File: config.mk
export PLATFORM = sky130hd
export DESIGN_NAME = multicycle_controller
export DESIGN_NICKNAME = d
export VERILOG_FILES = /design/src/rtl/riscv_ctrl_pkg.sv /design/src/rtl/multicycle_controller_aludec.sv /design/src/rtl/multicycle_controller.sv
export SDC_FILE = /design/constraint.sdc
export NUM_CORES = 1
export LEC_CHECK = 0
export ABC_AREA = 1
export BUFFER_PORTS_ARGS = -buffer_cell sky130_fd_sc_hd__buf_2
export CAP_MARGIN = 5
export CORE_MARGIN = 1.5
export CORE_UTILIZATION = 38
export CTS_CLUSTER_SIZE = 30
export DETAILED_ROUTE_END_ITERATION = 6
export GPL_ROUTABILITY_DRIVEN = 0
export PLACE_DENSITY = 0.7
export SETUP_SLACK_MARGIN = 0.05
export SLEW_MARGIN = 0
export SYNTH_ARGS = -nofsm -noshare
export SYNTH_HDL_FRONTEND = slang
export SYNTH_SLANG_ARGS = --single-unit
File: constraint.sdc
create_clock -name clk -period 1.4 [get_ports clk]
set_clock_uncertainty 0.15 [all_clocks]
set_input_delay 0.14 -clock clk [delete_from_list [all_inputs] [get_ports clk]]
set_output_delay 0.14 -clock clk [all_outputs]
set_load 0.1 [all_outputs]
File: src/rtl/riscv_ctrl_pkg.sv
// Shared encodings for the multi-cycle RV32I control unit: opcodes, FSM
// states, ALU operation codes and the datapath mux-select encodings.
package riscv_ctrl_pkg;

  // Supported opcodes (Instr[6:0])
  localparam logic [6:0] OP_LW    = 7'b0000011;
  localparam logic [6:0] OP_SW    = 7'b0100011;
  localparam logic [6:0] OP_RTYPE = 7'b0110011;
  localparam logic [6:0] OP_ITYPE = 7'b0010011;
  localparam logic [6:0] OP_BEQ   = 7'b1100011;
  localparam logic [6:0] OP_JAL   = 7'b1101111;

  // Main FSM states
  typedef enum logic [3:0] {
    S_FETCH,
    S_DECODE,
    S_MEMADR,
    S_MEMREAD,
    S_MEMWB,
    S_MEMWRITE,
    S_EXECUTER,
    S_EXECUTEI,
    S_ALUWB,
    S_BEQ,
    S_JAL,
    S_HALT
  } state_t;

  // ALUControl codes
  localparam logic [2:0] ALU_ADD = 3'b000;
  localparam logic [2:0] ALU_SUB = 3'b001;
  localparam logic [2:0] ALU_AND = 3'b010;
  localparam logic [2:0] ALU_OR  = 3'b011;
  localparam logic [2:0] ALU_SLT = 3'b101;

  // ALUOp from the main FSM to the ALU decoder
  localparam logic [1:0] ALUOP_ADD    = 2'b00;
  localparam logic [1:0] ALUOP_SUB    = 2'b01;
  localparam logic [1:0] ALUOP_DECODE = 2'b10;

  // ImmSrc encodings
  localparam logic [1:0] IMM_I = 2'b00;
  localparam logic [1:0] IMM_S = 2'b01;
  localparam logic [1:0] IMM_B = 2'b10;
  localparam logic [1:0] IMM_J = 2'b11;

  // ResultSrc encodings
  localparam logic [1:0] RES_ALUOUT    = 2'b00;
  localparam logic [1:0] RES_DATA      = 2'b01;
  localparam logic [1:0] RES_ALURESULT = 2'b10;

  // ALUSrcA encodings
  localparam logic [1:0] SRCA_PC    = 2'b00;
  localparam logic [1:0] SRCA_OLDPC = 2'b01;
  localparam logic [1:0] SRCA_RS1   = 2'b10;

  // ALUSrcB encodings
  localparam logic [1:0] SRCB_RS2  = 2'b00;
  localparam logic [1:0] SRCB_IMM  = 2'b01;
  localparam logic [1:0] SRCB_FOUR = 2'b10;

  // Immediate format implied by the opcode; R-type and unknown ops fall back to I.
  function automatic logic [1:0] imm_src_of(input logic [6:0] op);
    case (op)
      OP_SW:   imm_src_of = IMM_S;
      OP_BEQ:  imm_src_of = IMM_B;
      OP_JAL:  imm_src_of = IMM_J;
      default: imm_src_of = IMM_I;
    endcase
  endfunction

endpackage

File: src/rtl/multicycle_controller_aludec.sv
// Combinational ALU decoder: turns the FSM's ALUOp plus instruction fields
// into the ALU operation code.
module aludec
  import riscv_ctrl_pkg::*;
(
  input  logic       op_b5,
  input  logic [2:0] funct3,
  input  logic       funct7b5,
  input  logic [1:0] ALUOp,
  output logic [2:0] ALUControl
);

  // Forced add/sub from the FSM, otherwise decode funct3 (unsupported funct3 -> add)
  always_comb begin
    ALUControl = ALU_ADD;
    case (ALUOp)
      ALUOP_SUB: ALUControl = ALU_SUB;
      ALUOP_DECODE: begin
        case (funct3)
          3'b000:  ALUControl = (op_b5 & funct7b5) ? ALU_SUB : ALU_ADD;
          3'b010:  ALUControl = ALU_SLT;
          3'b110:  ALUControl = ALU_OR;
          3'b111:  ALUControl = ALU_AND;
          default: ALUControl = ALU_ADD;
        endcase
      end
      default: ALUControl = ALU_ADD;
    endcase
  end

endmodule

File: src/rtl/multicycle_controller.sv
// Multi-cycle RV32I control unit: Moore main FSM with memory-ready stalls and
// an illegal-opcode halt, plus ALU and immediate-format decoders.
module multicycle_controller
  import riscv_ctrl_pkg::*;
(
  input  logic       clk,
  input  logic       reset,
  input  logic [6:0] op,
  input  logic [2:0] funct3,
  input  logic       funct7b5,
  input  logic       Zero,
  input  logic       mem_ready,
  output logic       PCWrite,
  output logic       AdrSrc,
  output logic       MemWrite,
  output logic       IRWrite,
  output logic [1:0] ResultSrc,
  output logic [1:0] ALUSrcA,
  output logic [1:0] ALUSrcB,
  output logic [1:0] ImmSrc,
  output logic       RegWrite,
  output logic [2:0] ALUControl,
  output logic       halted
);

  state_t     state_q, state_d;
  logic [1:0] alu_op;
  logic       pc_write_raw, mem_write_raw, ir_write_raw, reg_write_raw;

  // State register; reset drops straight back to FETCH
  always_ff @(posedge clk or negedge reset) begin
    if (!reset) state_q <= S_FETCH;
    else        state_q <= state_d;
  end

  // Next-state logic; FETCH/MEMREAD/MEMWRITE hold until memory is ready
  always_comb begin
    state_d = state_q;
    case (state_q)
      S_FETCH:    if (mem_ready) state_d = S_DECODE;
      S_DECODE: begin
        case (op)
          OP_LW, OP_SW: state_d = S_MEMADR;
          OP_RTYPE:     state_d = S_EXECUTER;
          OP_ITYPE:     state_d = S_EXECUTEI;
          OP_BEQ:       state_d = S_BEQ;
          OP_JAL:       state_d = S_JAL;
          default:      state_d = S_HALT;
        endcase
      end
      // op[5] separates sw from lw
      S_MEMADR:   state_d = op[5] ? S_MEMWRITE : S_MEMREAD;
      S_MEMREAD:  if (mem_ready) state_d = S_MEMWB;
      S_MEMWRITE: if (mem_ready) state_d = S_FETCH;
      S_MEMWB:    state_d = S_FETCH;
      S_EXECUTER: state_d = S_ALUWB;
      S_EXECUTEI: state_d = S_ALUWB;
      S_ALUWB:    state_d = S_FETCH;
      S_BEQ:      state_d = S_FETCH;
      S_JAL:      state_d = S_ALUWB;
      S_HALT:     state_d = S_HALT;
      default:    state_d = S_FETCH;
    endcase
  end

  // Moore output decode; every select defaults to 00 so nothing floats to X
  always_comb begin
    pc_write_raw  = 1'b0;
    mem_write_raw = 1'b0;
    ir_write_raw  = 1'b0;
    reg_write_raw = 1'b0;
    AdrSrc        = 1'b0;
    ResultSrc     = RES_ALUOUT;
    ALUSrcA       = SRCA_PC;
    ALUSrcB       = SRCB_RS2;
    alu_op        = ALUOP_ADD;
    case (state_q)
      S_FETCH: begin
        ALUSrcB      = SRCB_FOUR;
        ResultSrc    = RES_ALURESULT;
        ir_write_raw = mem_ready;
        pc_write_raw = mem_ready;
      end
      S_DECODE: begin
        ALUSrcA = SRCA_OLDPC;
        ALUSrcB = SRCB_IMM;
      end
      S_MEMADR: begin
        ALUSrcA = SRCA_RS1;
        ALUSrcB = SRCB_IMM;
      end
      S_MEMREAD:  AdrSrc = 1'b1;
      S_MEMWRITE: begin
        AdrSrc        = 1'b1;
        mem_write_raw = 1'b1;
      end
      S_MEMWB: begin
        ResultSrc     = RES_DATA;
        reg_write_raw = 1'b1;
      end
      S_EXECUTER: begin
        ALUSrcA = SRCA_RS1;
        alu_op  = ALUOP_DECODE;
      end
      S_EXECUTEI: begin
        ALUSrcA = SRCA_RS1;
        ALUSrcB = SRCB_IMM;
        alu_op  = ALUOP_DECODE;
      end
      S_ALUWB: reg_write_raw = 1'b1;
      S_BEQ: begin
        ALUSrcA      = SRCA_RS1;
        alu_op       = ALUOP_SUB;
        pc_write_raw = Zero;
      end
      S_JAL: begin
        ALUSrcA      = SRCA_OLDPC;
        ALUSrcB      = SRCB_FOUR;
        pc_write_raw = 1'b1;
      end
      default: ;
    endcase
  end

  // Strobes are gated by reset so nothing can write while reset is held low
  assign PCWrite  = pc_write_raw  & reset;
  assign MemWrite = mem_write_raw & reset;
  assign IRWrite  = ir_write_raw  & reset;
  assign RegWrite = reg_write_raw & reset;
  assign halted   = (state_q == S_HALT) & reset;
  assign ImmSrc   = imm_src_of(op);

  aludec u_aludec (
    .op_b5     (op[5]),
    .funct3    (funct3),
    .funct7b5  (funct7b5),
    .ALUOp     (alu_op),
    .ALUControl(ALUControl)
  );

endmodule

==> impl_metrics.toml, run 1 <==
[yosys]
postSynth.asyncResetShare_pct = 100
syn-mean-instance-area_sq_um = 5.52
synth.net_count = 122
ys_top_cells_by_count = "nand2_1, inv_1, nor2_1, nand3_1"
yosysTopAreaCell = "nand2_1"
synth-edff-count = 0
synth_most_common_cell = "nand2_1"
synthFlopType = "dfrtp_1"
yosysSeqAreaShare_pct = 17.3
yosys_warnings = 0
synthTopCellsByArea = "nand2_1, dfrtp_1, inv_1"
yosys.area.top_type_share_pct = 21.4
synth_area_sq_um = 579
syn_inst = 105
yosys_register_bits = 4
yosysUniqueCellTypes = 21

[outcome]
error = "[ERROR DPL-0033] detailed placement checks failed during check placement."
stop_stage = "3_5_place_dp"
status = "did not finish"

[placement]
port_buffers = 31
dp.final_hpwl_mm = 2.52

[floorplan]
ios = 32
die_h_microns = 42.0
die_w_microns = 42.0
start_util_pct = 42.4
rows = 13
[cells by family after synthesis]
kind of cell,Yosys count,synth area share [%]
AO/OA/AOI/OAI,8,8.64
adder cells (fa/ha/maj),2,4.32
buffers and inverters,24,15.8
flip-flops,4,17.3
AND/OR/NAND/NOR,67,54.0
[through the flow]
| step | instances | hold WS (ps) |
|---|---|---|
| floorplan | 105 | -306 |
| global placement | 173 | -182 |
==> run 2, diff against run 1 <==
--- a/config.mk
+++ b/config.mk
@@ -8,13 +8,11 @@
 export ABC_AREA = 1
 export BUFFER_PORTS_ARGS = -buffer_cell sky130_fd_sc_hd__buf_2
 export CAP_MARGIN = 5
-export CORE_MARGIN = 1.5
-export CORE_UTILIZATION = 38
-export CTS_CLUSTER_SIZE = 30
+export CORE_AREA = 2 2 63 65
 export DETAILED_ROUTE_END_ITERATION = 6
+export DIE_AREA = 0 0 65 67
 export GPL_ROUTABILITY_DRIVEN = 0
-export PLACE_DENSITY = 0.7
-export SETUP_SLACK_MARGIN = 0.05
+export PLACE_DENSITY_LB_ADDON = 0.15
 export SLEW_MARGIN = 0
 export SYNTH_ARGS = -nofsm -noshare
 export SYNTH_HDL_FRONTEND = slang
==> constraint.sdc (replaced) <==
create_clock -name clk -period 1.8 [get_ports clk]
set_clock_uncertainty 0.15 [all_clocks]
set_input_delay 0.18 -clock clk [delete_from_list [all_inputs] [get_ports clk]]
set_output_delay 0.18 -clock clk [all_outputs]
set_load 0.1 [all_outputs]
==> impl_metrics.toml, run 2 <==
[outcome]
status = "complete, but fails checks"
violations = "negative setup slack"

[placement]
dp.final_hpwl_mm = 1.73
post_dp_cell_area_sq_um = 1210
port_buffers = 31
pre_cts_ws_ps = -29.2

[layout]
area_delta_synth_final_pct = 146
final_common_cell = "nand2_1"
design_area_sq_um = 1420
drive_above_1_share_pct = 61.8
seqCellArea_sq_um = 103
layout_common_cells = "nand2_1, buf_12, buf_4"
largestRegisters = "state_q: 4 flops"
largest_reg_flops = 4
multi_input_area_sq_um = 562
nets = 176
final_util_pct = 39.5
top_register = "state_q"
fillers = 369
antenna_cells = 0

[sta]
rsz0062_at_grt = "true"
tightest_slew_ps = 299
finalCriticalPeriod_ps = 1930
finalMaxSlewViolations = 0
setup_viol = 9
fin_ws_ps = -133
hold_violations = 0
timing.fmax_mhz = 517
period_share_pct = 107
maxSlewHeadroom_pct = 79.9

[yosys]
synthTopCellsByArea = "nand2_1, dfrtp_1, inv_1"
yosys_register_bits = 4
synth.net_count = 122
syn_inst = 105
synthFlopType = "dfrtp_1"
synth_area_sq_um = 579
yosysUniqueCellTypes = 21
ys_top_cells_by_count = "nand2_1, inv_1, nor2_1, nand3_1"
synth-edff-count = 0
yosysTopAreaCell = "nand2_1"
synth_most_common_cell = "nand2_1"
postSynth.asyncResetShare_pct = 100
yosys.area.top_type_share_pct = 21.4
yosys_warnings = 0
syn-mean-instance-area_sq_um = 5.52
yosysSeqAreaShare_pct = 17.3

[detailed_routing]
firstDrtPassIters = 3
viasPerCell = 4.04
wl_mm = 2.09
post_drt_wl_per_cell_microns = 10.2
drc = 0
num_vias = 829
drt_iter0_drc = 9
antenna_left = 0

[clock_network]
cts.path.max_buffers = 2
clkSlewWorstSetupHoldPaths_ps = 30
cts_tree = "yes"
htreeDepth = 1
clockRootBuffer = "clkbuf_8"
clkSinkCount = 4
numCtsBuffers = 3
clkLatencyLatePin_ps = 220

[setup_path]
critPathMaxFanout = 3
r2r_slack_ps = 210
cp.arrival_ps = 1600
criticalPathCategory = "register to output port"
worstRegToRegCells = 12
reg2reg_to = "state_q[0]$_DFFE_PN0P_"
start_kind = "register"
crit_required_ps = 1470
startpoint = "state_q[2]$_DFFE_PN0P_"
cp-end-kind = "output port"
worstReg2RegStart = "state_q[2]$_DFFE_PN0P_"

[min_path]
holdPathEnd = "state_q[1]$_DFFE_PN0P_"
hold_path_class = "primary input to register"
whs_path_depth = 2
hp-start = "mem_ready"

[global_route]
antenna_found_initial = 0
grt_first_pass_wirelength_mm = 3.51
track_usage_pct = 10.7
grt_max_degree = 7
grt-ovfl-total = 0
grt_pass1_vias = 791

[pwr]
p_leak_uw = 0.000696
pwr_density_cell_nw_per_um2 = 1890
ir_worst_vdd_v = 0.000456
p_total_uw = 2690

[floorplan]
core_sq_um = 3610
die-area_sq_um = 4360
die_w_microns = 65
ios = 32
rows = 22
start_util_pct = 16.1
die_h_microns = 67

[run]
maxCapViolations = 0
-- run 2: cell counts after synthesis --
No cell type changed its count.
-- run 2: repair_timing --
action                                  4_1_cts  5_1_grt
hold buffers                                  1        0
pin swaps                                     3        8
gates cloned                                  0        0
buffers inserted                              5        3
endpoints found under the setup margin        6       13
gates resized for setup                      15       18
hold endpoints to repair                      4        0
-- run 2: worst max-delay path by stage --
stage	endpoint	slack (ps)
final	ResultSrc[1]	-130
after global placement	ALUControl[0]	-5
after global routing	ALUControl[1]	-220
after CTS	ALUControl[1]	-150
after detailed placement	ALUControl[0]	-30
after floorplan	ALUSrcB[0]	-590
-- run 2: critical path, stage by stage (launching register included) --
cell and delay (ps):
dfrtp_1 350, inv_2 70, buf_4 130, buf_6 110
nand2_8 70, inv_4 40, nand2_4 70, clkinvlp_4 110
buf_4 140, buf_4 130, buf_12 150
-- run 2: where the power goes --
part           switching [uW]  internal [uW]  leakage [uW]  total (uW)
logic                    1450            862      0.000626        2310
registers                52.3            134     0.0000484         187
clock network            45.3            142     0.0000216         188
-- run 2: metrics by stage --
stage               cells  TNS, ps  hold slack, ps
detailed placement    194    -29.2            -133
finish                205     -752             147
CTS                   202     -380             132
floorplan             105    -2790            -266
global placement      194    -5.23            -135
global route          205    -1440             168
-- run 2: final cells by class --
cell class                      count  share of cell area [%]
Sequential cell                     4                    7.21
Inverter                           24                    6.85
Tap cell                           48                    4.22
Multi-Input combinational cell     77                    39.5
Clock buffer                        3                    2.90
Timing Repair Buffer               49                    39.4
-- run 2: layer usage --
layer | wire, microns | global-route usage [%] | up-vias
met3 | 105 | 1.35 | 4
met4 | 55 | 7.18 | 0
met5 | 0 | 0 | -
li1 | - | - | 426
met2 | 1110 | 18.8 | 25
met1 | 817 | 11.9 | 374
-- run 2: logic make-up (layout without fill, tap and decap cells) --
family	Yosys count	after routing	synth area share [%]
AO/OA/AOI/OAI	8	8	8.64
buffers and inverters	24	76	15.8
AND/OR/NAND/NOR	67	67	54.0
flip-flops	4	4	17.3
adder cells (fa/ha/maj)	2	2	4.32
(Power assumes the default switching activity.)
==> run 3, diff against run 2 <==
--- a/config.mk
+++ b/config.mk
@@ -12,8 +12,8 @@
 export DETAILED_ROUTE_END_ITERATION = 6
 export DIE_AREA = 0 0 65 67
 export GPL_ROUTABILITY_DRIVEN = 0
-export PLACE_DENSITY_LB_ADDON = 0.15
-export SLEW_MARGIN = 0
+export PLACE_DENSITY = 0.39
+export SLEW_MARGIN = 20
 export SYNTH_ARGS = -nofsm -noshare
 export SYNTH_HDL_FRONTEND = slang
 export SYNTH_SLANG_ARGS = --single-unit
==> impl_metrics.toml, run 3 (synthesized netlist as in run 2, its figures left out) <==
[clock_network]
numCtsBuffers = 3
clkSinkCount = 4
clkLatencyLatePin_ps = 220
clockRootBuffer = "clkbuf_8"
cts_tree = "yes"
cts.path.max_buffers = 2
clkSlewWorstSetupHoldPaths_ps = 30
htreeDepth = 1

[layout]
area_delta_synth_final_pct = 149
design_area_sq_um = 1440
multi_input_area_sq_um = 554
antenna_cells = 0
nets = 178
layout_common_cells = "nand2_1, buf_12, buf_4"
largestRegisters = "state_q: 4 flops"
largest_reg_flops = 4
top_register = "state_q"
final_common_cell = "nand2_1"
fillers = 358
drive_above_1_share_pct = 64.2
seqCellArea_sq_um = 103
final_util_pct = 39.9

[floorplan]
die-area_sq_um = 4360
die_h_microns = 67
die_w_microns = 65
rows = 22
start_util_pct = 16.1
core_sq_um = 3610
ios = 32

[setup_path]
start_kind = "register"
critPathMostFrequentCell = "buf_4"
cp_num_buf_inv = 3
r2r_slack_ps = 320
slowest_stage = "dfrtp_2"
cp-end-kind = "output port"
cpPeakStageDelay_ps = 410
crit_chain = "buf_4 -> nand2_2 -> nor2_2 -> buf_4 -> ha_1 -> a21oi_2 -> a21oi_4 -> buf_12"
critPathMaxFanout = 2
crit_required_ps = 1470
cpLargestDelayFamily = "buffers and inverters"
criticalPathCategory = "register to output port"
cp.arrival_ps = 1630

[sta]
hold_violations = 0
fin_ws_ps = -161
timing.fmax_mhz = 510
maxSlewHeadroom_pct = 77.2
setup_viol = 4
finalMaxSlewViolations = 0
period_share_pct = 109
tightest_slew_ps = 340
finalCriticalPeriod_ps = 1960
tns_ps = -437
rsz0062_at_grt = "true"

[detailed_routing]
num_vias = 828
viasPerCell = 4.00
wl_mm = 2.15
wl_met2_mm = 1.15
post_drt_wl_per_cell_microns = 10.4
antenna_left = 0
firstDrtPassIters = 4
drt_iter0_drc = 16
drt-met1-wl_microns = 870
drc = 0
wl_met3_microns = 106
top_layer = "met4"

[placement]
post_dp_cell_area_sq_um = 1210
dp.final_hpwl_mm = 1.79
port_buffers = 31
pre_cts_ws_ps = 19.3

[run]
maxCapViolations = 0

[global_route]
grt_max_degree = 6
grt_first_pass_wirelength_mm = 3.61
grt-ovfl-total = 0
antenna_found_initial = 0
track_usage_pct = 10.7
grt_pass1_vias = 861

[pwr]
p_total_uw = 2760
p_leak_uw = 0.000702
pwr_density_cell_nw_per_um2 = 1920
ir_worst_vdd_v = 0.000499

[outcome]
violations = "negative setup slack"
status = "complete, but fails checks"

[min_path]
hold_path_class = "primary input to register"
==> run 3: changes by cell type in the layout (fill, tap and decap cells not counted) <==
| cell | change |
|---|---|
| nand2_1 | -1 |
| inv_2 | -1 |
| nand2_4 | -2 |
| inv_1 | -1 |
| nand2_2 | +3 |
| inv_4 | +2 |
| nor2_2 | +1 |
| buf_4 | +1 |
| nand3_2 | +1 |
| nand3_1 | -1 |
| buf_6 | +1 |
| nor2_4 | -1 |
==> run 3: routing by layer <==
metal,up-vias,GRT usage [%]
met1,370,11.7
li1,433,-
met4,0,4.79
met2,23,19.8
met3,2,2.03
met5,-,0
==> run 3: worst paths after layout <==
kind                                         from                endpoint  depth (start not counted)
setup / recovery           state_q[3]$_DFFE_PN0P_           ALUControl[0]                          8
hold / removal                          mem_ready  state_q[1]$_DFFE_PN0P_                          2
setup reg to reg           state_q[3]$_DFFE_PN0P_  state_q[0]$_DFFE_PN0P_                         10
hold reg to reg            state_q[0]$_DFFE_PN0P_  state_q[0]$_DFFE_PN0P_                          2
max in group asynchronous                   reset  state_q[3]$_DFFE_PN0P_                          2
min in group asynchronous                   reset  state_q[1]$_DFFE_PN0P_                          2
==> run 3: final cells by class <==
| cell class | count | area share, % |
|---|---|---|
| repair buffers | 51 | 40.2 |
| inverters | 24 | 7.12 |
| flip-flops and latches | 4 | 7.12 |
| multi-input cells | 77 | 38.5 |
| clock buffers | 3 | 2.87 |
| well taps | 48 | 4.17 |
==> run 3: worst register-to-register path, stage by stage (launching register included) <==
cell	delay (ps)
dfrtp_2	410
buf_4	160
inv_4	70
nand2_8	70
inv_4	60
buf_4	120
nand2_4	60
nand3_2	80
nand2_2	70
nand2_1	70
nand2_1	50
==> run 3: metrics by stage <==
stage	std cells	hold slack, ps
after detailed placement	194	-137
after global routing	207	174
after global placement	194	-139
after floorplan	105	-266
after CTS	204	168
final	207	159
==> run 3: power breakdown <==
| part | internal, uW | leakage, uW | switching, uW | total [uW] |
|---|---|---|---|---|
| sequential | 134 | 0.0000484 | 37.0 | 171 |
| clock | 142 | 0.0000216 | 44.8 | 187 |
| combinational | 903 | 0.000632 | 1500 | 2400 |
| total | 1180 | 0.000702 | 1580 | 2760 |
==> run 3: timing repair <==
item | CTS | global route
setup buffers | 6 | 3
hold buffers | 1 | 0
gates resized for setup | 11 | 25
hold endpoints to repair | 4 | 0
pin swaps | 7 | 12
endpoints found under the setup margin | 6 | 12
